### config.mk
export PLATFORM = sky130hd
export DESIGN_NAME = cxscreen_driver
export DESIGN_NICKNAME = d
export VERILOG_FILES = /design/src/rtl/cxscreen_driver.sv
export SDC_FILE = /design/constraint.sdc
export NUM_CORES = 1
export LEC_CHECK = 0
export BUFFER_PORTS_ARGS = -buffer_cell sky130_fd_sc_hd__buf_4
export CAP_MARGIN = 10
export CORE_MARGIN = 2
export CORE_UTILIZATION = 54
export CTS_CLUSTER_SIZE = 12
export DETAILED_ROUTE_END_ITERATION = 8
export PLACE_DENSITY = 0.75
export SYNTH_ARGS = -nofsm -noshare
export SYNTH_HDL_FRONTEND = slang
export SYNTH_SLANG_ARGS = --single-unit
export TNS_END_PERCENT = 100
### constraint.sdc
create_clock -name clock -period 3 [get_ports clock]
set_input_delay 0.45 -clock clock [delete_from_list [all_inputs] [get_ports clock]]
set_output_delay 0.45 -clock clock [all_outputs]
set_load 0.03 [all_outputs]
### src/rtl/cxscreen_driver.sv
// cxscreen_driver
// Wishbone slave that scans a 7-pin charlieplexed LED screen.
// The screen has 42 LEDs arranged as 7 rows by 6 columns.
// The CPU fills a shadow frame buffer and requests a swap. The scanner copies
// the shadow into the active buffer only when it wraps from row 6 to row 0,
// so a frame is never shown half-updated. Each row is preceded by a blanking
// interval with every pin released, which keeps neighbouring rows from ghosting.
//
// Parameters
//   TICKS_PER_ROW : cycles each row is driven (>= 1)
//   BLANK_TICKS   : cycles every pin is released before each row (>= 1)
//
// Ports
//   clock        : system clock
//   reset        : synchronous active-high reset
//   wb_cyc_i     : Wishbone cycle
//   wb_stb_i     : Wishbone strobe
//   wb_we_i      : Wishbone write enable
//   wb_adr_i     : register select (0-6 shadow rows, 7 control)
//   wb_dat_i     : write data
//   wb_dat_o     : read data, valid while wb_ack_o is high
//   wb_ack_o     : one-cycle transfer acknowledge
//   cxscreen_oe  : per-pin output enable (0 = hi-Z)
//   cxscreen_o   : per-pin output level where enabled

module cxscreen_driver #(
   parameter int TICKS_PER_ROW = 4800,
   parameter int BLANK_TICKS   = 48
) (
   input  logic       clock,
   input  logic       reset,
   input  logic       wb_cyc_i,
   input  logic       wb_stb_i,
   input  logic       wb_we_i,
   input  logic [2:0] wb_adr_i,
   input  logic [7:0] wb_dat_i,
   output logic [7:0] wb_dat_o,
   output logic       wb_ack_o,
   output logic [6:0] cxscreen_oe,
   output logic [6:0] cxscreen_o
);

   localparam int TICK_MAX = (TICKS_PER_ROW > BLANK_TICKS) ? TICKS_PER_ROW : BLANK_TICKS;
   localparam int TW       = (TICK_MAX > 1) ? $clog2(TICK_MAX) : 1;
   localparam logic [TW-1:0] DRIVE_LAST = TW'(TICKS_PER_ROW - 1);
   localparam logic [TW-1:0] BLANK_LAST = TW'(BLANK_TICKS - 1);

   typedef enum logic {
      BLANK = 1'b0,
      DRIVE = 1'b1
   } scanState_e;

   scanState_e      state_q, state_d;
   logic [2:0]      row_q, row_d;
   logic [TW-1:0]   tick_q, tick_d;
   logic            wrapEdge;

   logic [6:0][5:0] active_q, active_d;
   logic [6:0][5:0] shadow_q, shadow_d;
   logic            pending_q, pending_d;
   logic            ack_q, ack_d;
   logic [7:0]      datO_q, datO_d;
   logic            accept;

   logic [6:0]      oe_q, oe_d;
   logic [6:0]      lvl_q, lvl_d;
   logic [6:0]      rowBit;
   logic [6:0]      belowRow;
   logic [6:0]      aboveRow;
   logic [5:0]      rowMask;

   // Scanner: BLANK then DRIVE on each row. The tick counter restarts at every
   // state change. wrapEdge marks the single edge where row 6 DRIVE ends, which
   // is the only place a buffer swap is allowed to land.
   always_comb begin
      state_d  = state_q;
      row_d    = row_q;
      tick_d   = tick_q + TW'(1);
      wrapEdge = 1'b0;
      case (state_q)
         BLANK: begin
            if (tick_q == BLANK_LAST) begin
               state_d = DRIVE;
               tick_d  = '0;
            end
         end
         DRIVE: begin
            if (tick_q == DRIVE_LAST) begin
               state_d  = BLANK;
               tick_d   = '0;
               row_d    = (row_q == 3'd6) ? 3'd0 : row_q + 3'd1;
               wrapEdge = (row_q == 3'd6);
            end
         end
      endcase
   end

   // Register file and buffer swap. The swap samples the pending flag and the
   // shadow contents as they were before this edge. A CPU write on the same
   // edge therefore lands after the swap: a control write becomes the new
   // pending flag, and a shadow write stays in the shadow buffer only.
   always_comb begin
      accept    = wb_cyc_i & wb_stb_i & ~ack_q;
      active_d  = active_q;
      shadow_d  = shadow_q;
      pending_d = pending_q;
      ack_d     = accept;
      datO_d    = datO_q;

      if (wrapEdge && pending_q) begin
         active_d  = shadow_q;
         pending_d = 1'b0;
      end

      if (accept && wb_we_i) begin
         if (wb_adr_i == 3'd7) begin
            pending_d = wb_dat_i[0];
         end else begin
            shadow_d[wb_adr_i] = wb_dat_i[5:0];
         end
      end

      if (accept && !wb_we_i) begin
         if (wb_adr_i == 3'd7) begin
            datO_d = {7'b0, pending_q};
         end else begin
            datO_d = {2'b0, shadow_q[wb_adr_i]};
         end
      end
   end

   // Pin pattern for the coming cycle, built from next-state values so the pins
   // switch on the same edge as the scanner. The row pin drives high. Column c
   // uses pin c below the row pin and pin c+1 above it, so the mask is used
   // unshifted under the row bit and shifted up by one over it. A lit LED
   // enables its pin at level 0. An unlit LED leaves its pin released.
   always_comb begin
      oe_d     = 7'b0;
      lvl_d    = 7'b0;
      rowBit   = 7'b1 << row_d;
      belowRow = rowBit - 7'd1;
      aboveRow = ~(belowRow | rowBit);
      rowMask  = active_d[row_d];
      if (state_d == DRIVE) begin
         oe_d  = rowBit | ({1'b0, rowMask} & belowRow) | ({rowMask, 1'b0} & aboveRow);
         lvl_d = rowBit;
      end
   end

   // State registers. Reset releases every pin and clears both buffers.
   always_ff @(posedge clock) begin
      if (reset) begin
         state_q   <= BLANK;
         row_q     <= 3'd0;
         tick_q    <= '0;
         active_q  <= '0;
         shadow_q  <= '0;
         pending_q <= 1'b0;
         ack_q     <= 1'b0;
         datO_q    <= 8'h00;
         oe_q      <= 7'b0;
         lvl_q     <= 7'b0;
      end else begin
         state_q   <= state_d;
         row_q     <= row_d;
         tick_q    <= tick_d;
         active_q  <= active_d;
         shadow_q  <= shadow_d;
         pending_q <= pending_d;
         ack_q     <= ack_d;
         datO_q    <= datO_d;
         oe_q      <= oe_d;
         lvl_q     <= lvl_d;
      end
   end

   assign wb_ack_o    = ack_q;
   assign wb_dat_o    = datO_q;
   assign cxscreen_oe = oe_q;
   assign cxscreen_o  = lvl_q;

endmodule

==> out/results.ini, run 1 <==
[die]
io_pins=39
die_h_um=104
rows=36
die_x_um=104
core_area_um2=9730
dieArea_um2=10800
initial_core_util=0.556

[setup_path]
cp-end-kind=flip-flop
critPathKind=reg -> reg
crit_arrival_ps=3460
cp.required_ps=3410
startpoint_type=flip-flop
crit_fanout=6

[sta]
finClkSkew_ps=9.98
slew_headroom=0.431
finalCritPeriodShare=1.01
tightest_slew_ps=854
period_minus_slack_ps=3040
setup_slack_ps=-41.5
maxSlewViolCount=0
setup_viol=4
hold_viol=0
rsz0062_at_grt=yes
fmax_mhz=329

[clock_network]
cts-root-buf=clkbuf_8
cts_made_buffers=17
cts_buffer_depth=2
clock-sinks=123
htree_levels=4
path_clk_slew_ps=60
insertion_delay_ps=530
cts_tree=built
cts_hold_buffers=0

[finish]
regArea_um2=2460
nets=668
final_cell_mix=nor2_1, dfxtp_1, mux2i_1, buf_4, nand2_1
fin_cells=790
diodes=0
multi_input_comb_area_um2=2910
post-route-util=0.690
area_growth_pct=24.0
nFillCells=768
design_area_um2=6710
drive_gt1_frac=0.218
mostFrequentLayoutCell=nor2_1

[routing]
ant_nets=0
routedWlPerCell_um=16.4
vias_per_cell=5.62
num_vias=4437
finalWirelength_mm=13.0
post-route-drc-count=0
drtIter0Drc=272
drt_first_pass_iters=4

[logic_synthesis]
yosysWarnings=0
netlist_instances=589
syn_area_per_cell_um2=9.19
synth-main-ff-cell=dfxtp_1
ys_async_sr_fraction=0
synth_area_leaders=dfxtp_1, mux2i_1, nor2_1
netlist_area_um2=5410
seq_area_frac_synth=0.455
synth_seq_cells=123
ys_types=57
yosys.area.top_type=dfxtp_1
synth_top_area_share=0.455
synth_edf_count=0

[placement]
dp_hpwl_mm=8.90
dp_cells=747
port_buffers=34
place.gp.congestion=0.848
dpl_cell_area_um2=5950

[pwr]
p_seq_frac=0.441
netSwitchingPower_uw=880
vdd_drop_max_mv=0.431
clkPwrFrac=0.502
power.leakage_uw=0.00288
power_density_nw_per_um2=561
p_sw_frac=0.234
p_int_uw=2880
pwr-share-comb=0.057

[job]
drv_cap=0

[global_route]
antenna_found_initial=0
grt_usage=0.249
grt_pass1_wl_mm=21.2
grt_pass1_vias=4232
grt-ovfl-total=0
grt_start_max_net_pins=86

[outcome]
violations=setup timing
outcome=finished with violations

[worst_hold_path]
hold_path_class=in -> reg

==> through the flow <==
stage / power [uW] / setup slack [ps] / setup TNS [ps] / hold slack (ps)
2_1_floorplan: 1820 / 0.667 / 0 / 415
6_report: 3760 / -41.5 / -85.1 / 201
3_3_place_gp: 1880 / -34.0 / -83.9 / 439
4_1_cts: 3770 / -50.0 / -128 / 179
5_1_grt: 3890 / -130 / -572 / 198
3_5_place_dp: 1880 / -81.1 / -238 / 445
==> critical path, cell delays in order, from the launching register on <==
cell,delay [ps]
dfxtp_2,350
ha_4,150
or4b_4,490
or4_4,620
buf_6,150
a2bb2oi_4,260
buf_6,140
nand2_1,50
ha_1,270
and4_1,210
a211o_1,230
==> timing repair <==
action / 4_1_cts / 5_1_grt
resized for setup: 10 / 19
buffers inserted: 4 / 8
endpoints found under the setup margin: 5 / 6
pin swaps: 3 / 22
hold endpoints to repair: 0 / 0
==> Yosys cell counts (2+ instances only) <==
master,instances
a211o_1,2
a211oi_1,3
a21oi_1,19
a221o_1,3
a22oi_1,4
a31oi_1,2
and2_1,4
and3_1,8
buf_1,4
buf_2,3
buf_4,3
clkbuf_1,27
dfxtp_1,123
ha_1,7
inv_1,4
mux2_2,3
mux2i_1,89
mux4_2,3
nand2_1,37
nand2b_1,2
nand3_1,6
nand3b_1,4
nand4_1,4
nor2_1,126
nor2b_1,6
nor3_1,9
nor3b_1,5
nor4_1,4
o211ai_1,3
o21ai_0,20
o22ai_1,14
or2_2,2
or3_1,2
xnor2_1,7
xor2_1,5
==> power by group through the flow <==
stage / clock network [uW] / registers [uW] / logic [uW]
after floorplan: 0 / 1700 / 120
after global placement: 0 / 1700 / 180
after detailed placement: 0 / 1700 / 184
after CTS: 1910 / 1660 / 193
after global routing: 2000 / 1660 / 231
final: 1890 / 1660 / 214
==> layer usage <==
layer  GRT usage  vias to the layer above  wire (um)
met5           0                        -          0
met4      0.0898                        0        220
met3      0.0777                       18        812
met2       0.384                      155       5980
met1       0.329                     2104       5940
li1            -                     2160          -
==> sequential cells by signal, indices dropped and copies added (netlist names), 3 cells and up <==
signal / flops
wb_dat_o: 6
tick_q: 13
shadow_q: 42
cxscreen_oe: 7
row_q: 3
active_q: 42
cxscreen_o: 7
==> worst paths after layout <==
kind                           startpoint                   endpoint  slack [ps]  depth (start not counted)
setup / recovery     tick_q[0]$_SDFF_PP0_  cxscreen_oe[5]$_SDFF_PP0_         -40                         10
hold / removal                      reset        row_q[2]$_SDFF_PP0_         200                          2
setup reg to reg     tick_q[0]$_SDFF_PP0_  cxscreen_oe[5]$_SDFF_PP0_         -40                         10
hold reg to reg   active_q[10]$_SDFF_PP0_    active_q[10]$_SDFF_PP0_         450                          2
==> layout make-up <==
type	instances	share of cell area
clock buffer	19	0.0658
inverter	5	0.00280
sequential	123	0.367
tap	133	0.0248
multi-input combinational	424	0.434
timing repair buffer	74	0.0875
clock inverter	12	0.0173
==> cell families after synthesis <==
logic type	Yosys count	synth area share
and+or+nand+nor	228	0.195
DFF	123	0.455
muxes	96	0.186
AOI/OAI and AO/OA	79	0.0930
buffers and inverters	43	0.0340
xor gates and xnor gates	12	0.0194
adders and majority gates	7	0.0162
other	1	0.000693
(Power assumes the default switching activity.)
==> run 2, diff against run 1 <==
==> constraint.sdc (replaced) <==
create_clock -name clock -period 3 [get_ports clock]
set_input_delay 0.6 -clock clock [delete_from_list [all_inputs] [get_ports clock]]
set_output_delay 0.6 -clock clock [all_outputs]
set_load 0.03 [all_outputs]
==> run 2 against run 1 <==
Against the previous run: the flow still finishes with violations (setup timing); largest cell class unchanged; global-route usage is 0.48 points higher; highest routed layer unchanged; clock power hardly changed; worst hold slack better by 180 ps; core utilization down 0.15 points; sequential power about the same; sequential share of layout area increased by 0.082 points; cell count decreased by 0.13%; flip-flop and latch count unchanged.
==> out/results.ini, run 2 (synthesis gave the netlist of run 1 again) <==
[die]
die_h_um=104
dieArea_um2=10800
rows=36
core_area_um2=9730
io_pins=39
die_x_um=104
initial_core_util=0.556

[pwr]
power_density_nw_per_um2=560
vdd_drop_max_mv=0.412
power.leakage_uw=0.00287
power_uw=3750

[sta]
rsz0062_at_grt=yes
setup_viol=2
maxSlewViolCount=0
finalCritPeriodShare=1.01
fmax_mhz=330
finClkSkew_ps=5.61
setup_slack_ps=-27.9
period_minus_slack_ps=3030
hold_viol=0
tightest_slew_ps=947
slew_headroom=0.369
fin_hold_ws_ps=376

[clock_network]
cts_made_buffers=17
htree_levels=4
cts_tree=built
cts_buffer_depth=2
clock-sinks=123
path_clk_slew_ps=60
insertion_delay_ps=520
cts-root-buf=clkbuf_8
cts_hold_buffers=0

[routing]
ant_nets=0
num_vias=4584
drt_first_pass_iters=6
vias_per_cell=5.81
drtIter0Drc=422
post-route-drc-count=0
routedWlPerCell_um=17.7
finalWirelength_mm=14.0

[setup_path]
slowest_delay_ps=630
critPathMostFrequentCell=ha_4
crit_fanout=6
path_buf_inv=0
startpoint_type=flip-flop
crit_path_cell_trace=ha_4 -> or4b_4 -> or4_4 -> mux2_4 -> nand2_4 -> ha_4 -> o21ai_2 -> ha_1 -> a221o_1
crit_arrival_ps=3440
cp_top_family=simple AND/OR/NAND/NOR gates
cp-end-kind=flip-flop
critPathKind=reg -> reg
cp.required_ps=3410
cp_slowest_cell=or4_4

[finish]
nets=667
top_regs=active_q x42, shadow_q x42, tick_q x13
nFillCells=748
final_cell_mix=nor2_1, dfxtp_1, mux2i_1, buf_4, nand2_1
drive_gt1_frac=0.223
area_growth_pct=23.7
mostFrequentLayoutCell=nor2_1
diodes=0

[worst_hold_path]
hold_path_class=in -> reg

[job]
drv_cap=0

[outcome]
outcome=finished with violations
violations=setup timing

[placement]
place.gp.congestion=0.843
port_buffers=34
dp_hpwl_mm=8.97

[global_route]
grt_start_max_net_pins=96
antenna_found_initial=0
grt-ovfl-total=0
grt_usage=0.254
grt_pass1_wl_mm=21.7
grt_pass1_vias=4356

==> run 2: cell count changes in the layout (fill, tap and decap cells not counted), sizes merged <==
cell,previous run,this run
clkinv,4,8
inv,7,4
buf,74,73
bufinv,1,2
clkbuf,19,18
clkinvlp,5,4
==> run 2: cell type report <==
type / count / area, um2 / area share
clock inverter: 13 / 129 / 0.0193
sequential: 123 / 2460 / 0.368
tap: 133 / 166 / 0.0249
timing repair buffer: 73 / 576 / 0.0860
inverter: 5 / 18.8 / 0.00280
clock buffer: 18 / 418 / 0.0624
multi-input combinational: 424 / 2920 / 0.436
==> run 2: final timing paths <==
check	endpoint	from	depth (start not counted)	slack, ps
worst min-delay path	shadow_q[10]$_SDFFE_PP0P_	wb_dat_i[4]	3	380
worst max-delay path	cxscreen_oe[4]$_SDFF_PP0_	tick_q[1]$_SDFF_PP0_	9	-30
worst max register to register	cxscreen_oe[4]$_SDFF_PP0_	tick_q[1]$_SDFF_PP0_	9	-30
worst min register to register	active_q[6]$_SDFF_PP0_	active_q[6]$_SDFF_PP0_	2	460
==> run 2: power breakdown <==
part,total [uW],internal [uW],switching (uW)
clock,1880,1160,719
combinational,206,82.1,124
sequential,1660,1650,10.6
total,3750,2890,853
==> run 2: layer usage <==
layer	vias up	part of all wire	global-route usage	wire (um)
met5	-	0	0	0
met4	0	0.017	0.0917	239
met3	28	0.081	0.0570	1140
met2	193	0.49	0.417	6830
met1	2200	0.41	0.329	5770
li1	2163	-	-	-
==> run 2: worst register-to-register path, cell delays in order, from the launching register on <==
cell	delay, ps
dfxtp_2	350
ha_4	140
or4b_4	490
or4_4	630
mux2_4	380
nand2_4	100
ha_4	140
o21ai_2	60
ha_1	290
a221o_1	340
==> run 2: timing repair <==
action                                  4_1_cts  5_1_grt
gates cloned                                  0        0
setup buffers                                 1        6
hold endpoints to repair                      0        0
resized for setup                             4       28
pin swaps                                     5       15
endpoints found under the setup margin        5        6
==> run 2: per-stage QoR <==
step	std cells	TNS, ps	instance area, um2	utilization	setup slack [ps]
2_1_floorplan	590	0	5470	-	0.667
3_3_place_gp	751	-74.2	5980	0.614	-35.9
3_5_place_dp	751	-152	5980	0.614	-55.8
4_1_cts	783	-7.77	6550	0.673	-6.84
5_1_grt	789	-390	6690	0.688	-107
6_report	789	-43.7	6690	0.688	-27.9
==> run 3, diff against run 2 <==
- CORE_UTILIZATION: 54 -> 55
- CTS_BUF_LIST: default -> sky130_fd_sc_hd__clkbuf_4
- PLACE_DENSITY: 0.75 -> 0.77
- SLEW_MARGIN: default -> 25
==> run 3 against run 2 <==
Against the previous run: the flow finishes with violations (DRC, setup timing); wire length shrank 6.2%; sequential power is essentially flat; clock skew rose by 12 ps; global-route usage is essentially flat; worst setup slack gained 5.6 ps; power is 21% lower; critical endpoint is now cxscreen_oe[2]$_SDFF_PP0_; highest routed layer unchanged; via count decreased by 3.1%; combinational power shrank 5%; critical path depth did not move; first-iteration DRC count fell by 27%; core utilization is 2.3 points lower.
==> out/results.ini, run 3 (synthesis gave the netlist of run 1 again) <==
[outcome]
outcome=finished with violations
violations=DRC, setup timing

[finish]
area_growth_pct=18.4
final_cell_mix=nor2_1, dfxtp_1, mux2i_1, buf_4, nand2_1
mostFrequentLayoutCell=nor2_1
post-route-util=0.665
drive_gt1_frac=0.220
nFillCells=767
top_regs=active_q x42, shadow_q x42, tick_q x13
nets=660
diodes=0
design_area_um2=6410
fin_cells=782

[setup_path]
path_buf_inv=1
slowest_delay_ps=630
r2r_cells=9
cp_top_family=simple AND/OR/NAND/NOR gates
reg2reg_slack_ps=-20
crit_path_cell_trace=ha_4 -> or4b_4 -> or4_4 -> nand2_2 -> nor3b_4 -> buf_4 -> nand2b_1 -> ha_1 -> a221o_1
cp_slowest_cell=or4_4
cp.required_ps=3400
r2r-end=cxscreen_oe[2]$_SDFF_PP0_
crit_arrival_ps=3420
crit_fanout=6
startpoint_type=flip-flop
critPathKind=reg -> reg
cp-end-kind=flip-flop
r2r_start=tick_q[0]$_SDFF_PP0_

[sta]
period_minus_slack_ps=3020
slew_headroom=0.368
hold_viol=0
setup_viol=3
fmax_mhz=331
tightest_slew_ps=948
finClkSkew_ps=17.5
maxSlewViolCount=0
rsz0062_at_grt=yes
setup_slack_ps=-22.4
finalCritPeriodShare=1.01

[global_route]
grt_usage=0.254
grt_pass1_wl_mm=20.6
grt-ovfl-total=0
antenna_found_initial=0
grt_pass1_vias=4162
grt_start_max_net_pins=96

[die]
core_area_um2=9640
die_x_um=103
rows=36
die_h_um=103
initial_core_util=0.561
dieArea_um2=10600
io_pins=39

[clock_network]
clock-sinks=123
cts_buffer_depth=2
cts_hold_buffers=0
cts_made_buffers=17
htree_levels=4
insertion_delay_ps=520
cts_tree=built
cts-root-buf=clkbuf_4
path_clk_slew_ps=110

[routing]
post-route-drc-count=2
drt_first_pass_iters=7
highest-signal-layer=met4
num_vias=4441
met1_length_mm=5.87
wl_met2_mm=6.07
routedWlPerCell_um=16.8
finalWirelength_mm=13.1
drtIter0Drc=306
wl_met3_um=962
vias_per_cell=5.68
ant_nets=0

[placement]
dpl_cell_area_um2=5910
dp_hpwl_mm=8.81
dp_cells=742
place.gp.congestion=0.850
port_buffers=34

[job]
drv_cap=0

[worst_hold_path]
min_to=shadow_q[8]$_SDFFE_PP0P_
min-delay-start=wb_dat_i[2]
worst_hold_path.num_cells=3
hold_path_class=in -> reg

[pwr]
vdd_drop_max_mv=0.330
power.leakage_uw=0.00270
power_density_nw_per_um2=461

==> run 3: cell count changes in the layout (fill, tap and decap cells not counted), sizes merged <==
| cell | change |
|---|---|
| buf | -8 |
| clkbuf | +2 |
| inv | +1 |
| clkinv | -2 |
==> run 3: power by group <==
part	internal (uW)	total (uW)	switching, uW
sequential	1640	1660	14.2
combinational	77.7	195	118
clock	502	1100	597
==> run 3: area by class of cell <==
cell class / instances / area (um2) / share of cell area
Timing Repair Buffer: 66 / 533 / 0.0832
Inverter: 5 / 18.8 / 0.00293
Clock inverter: 12 / 125 / 0.0195
Tap cell: 133 / 166 / 0.0260
Sequential cell: 123 / 2470 / 0.385
Clock buffer: 19 / 143 / 0.0223
Multi-Input combinational cell: 424 / 2950 / 0.461
==> run 3: layer usage <==
metal,vias to the layer above,global-route usage
li1,2152,-
met1,2090,0.354
met2,179,0.382
met3,20,0.0612
met4,0,0.0972
met5,-,0
==> run 3: what timing repair did <==
action,in CTS,in global routing
gates resized for setup,4,33
pin swaps,3,20
cloned,0,1
setup buffers,0,8
endpoints found under the setup margin,5,5
==> run 3: worst max path at each step <==
stage | from | end | slack [ps] | cells past startpoint
final | tick_q[0]$_SDFF_PP0_ | cxscreen_oe[2]$_SDFF_PP0_ | -20 | 9
after global routing | tick_q[0]$_SDFF_PP0_ | cxscreen_oe[2]$_SDFF_PP0_ | -110 | 9
after CTS | tick_q[0]$_SDFF_PP0_ | cxscreen_oe[2]$_SDFF_PP0_ | -3 | 10
after detailed placement | tick_q[0]$_SDFF_PP0_ | cxscreen_oe[1]$_SDFF_PP0_ | -70 | 10
after global placement | tick_q[0]$_SDFF_PP0_ | cxscreen_oe[1]$_SDFF_PP0_ | -30 | 10
after floorplan | tick_q[1]$_SDFF_PP0_ | cxscreen_oe[5]$_SDFF_PP0_ | 0.7 | 11
==> run 3: worst register-to-register path, cell delays in order (launching register included) <==
cell,delay [ps]
dfxtp_4,380
ha_4,130
or4b_4,460
or4_4,630
nand2_2,90
nor3b_4,330
buf_4,210
nand2b_1,120
ha_1,230
a221o_1,340
==> run 3: through the flow <==
stage	setup TNS, ps	setup slack, ps	total power [uW]	hold slack, ps
after floorplan	0	0.667	1820	415
after global placement	-47.2	-32.0	1870	422
after detailed placement	-173	-67.7	1880	447
after CTS	-3.22	-3.22	2960	352
after global routing	-426	-105	3070	341
final	-34.9	-22.4	2950	366
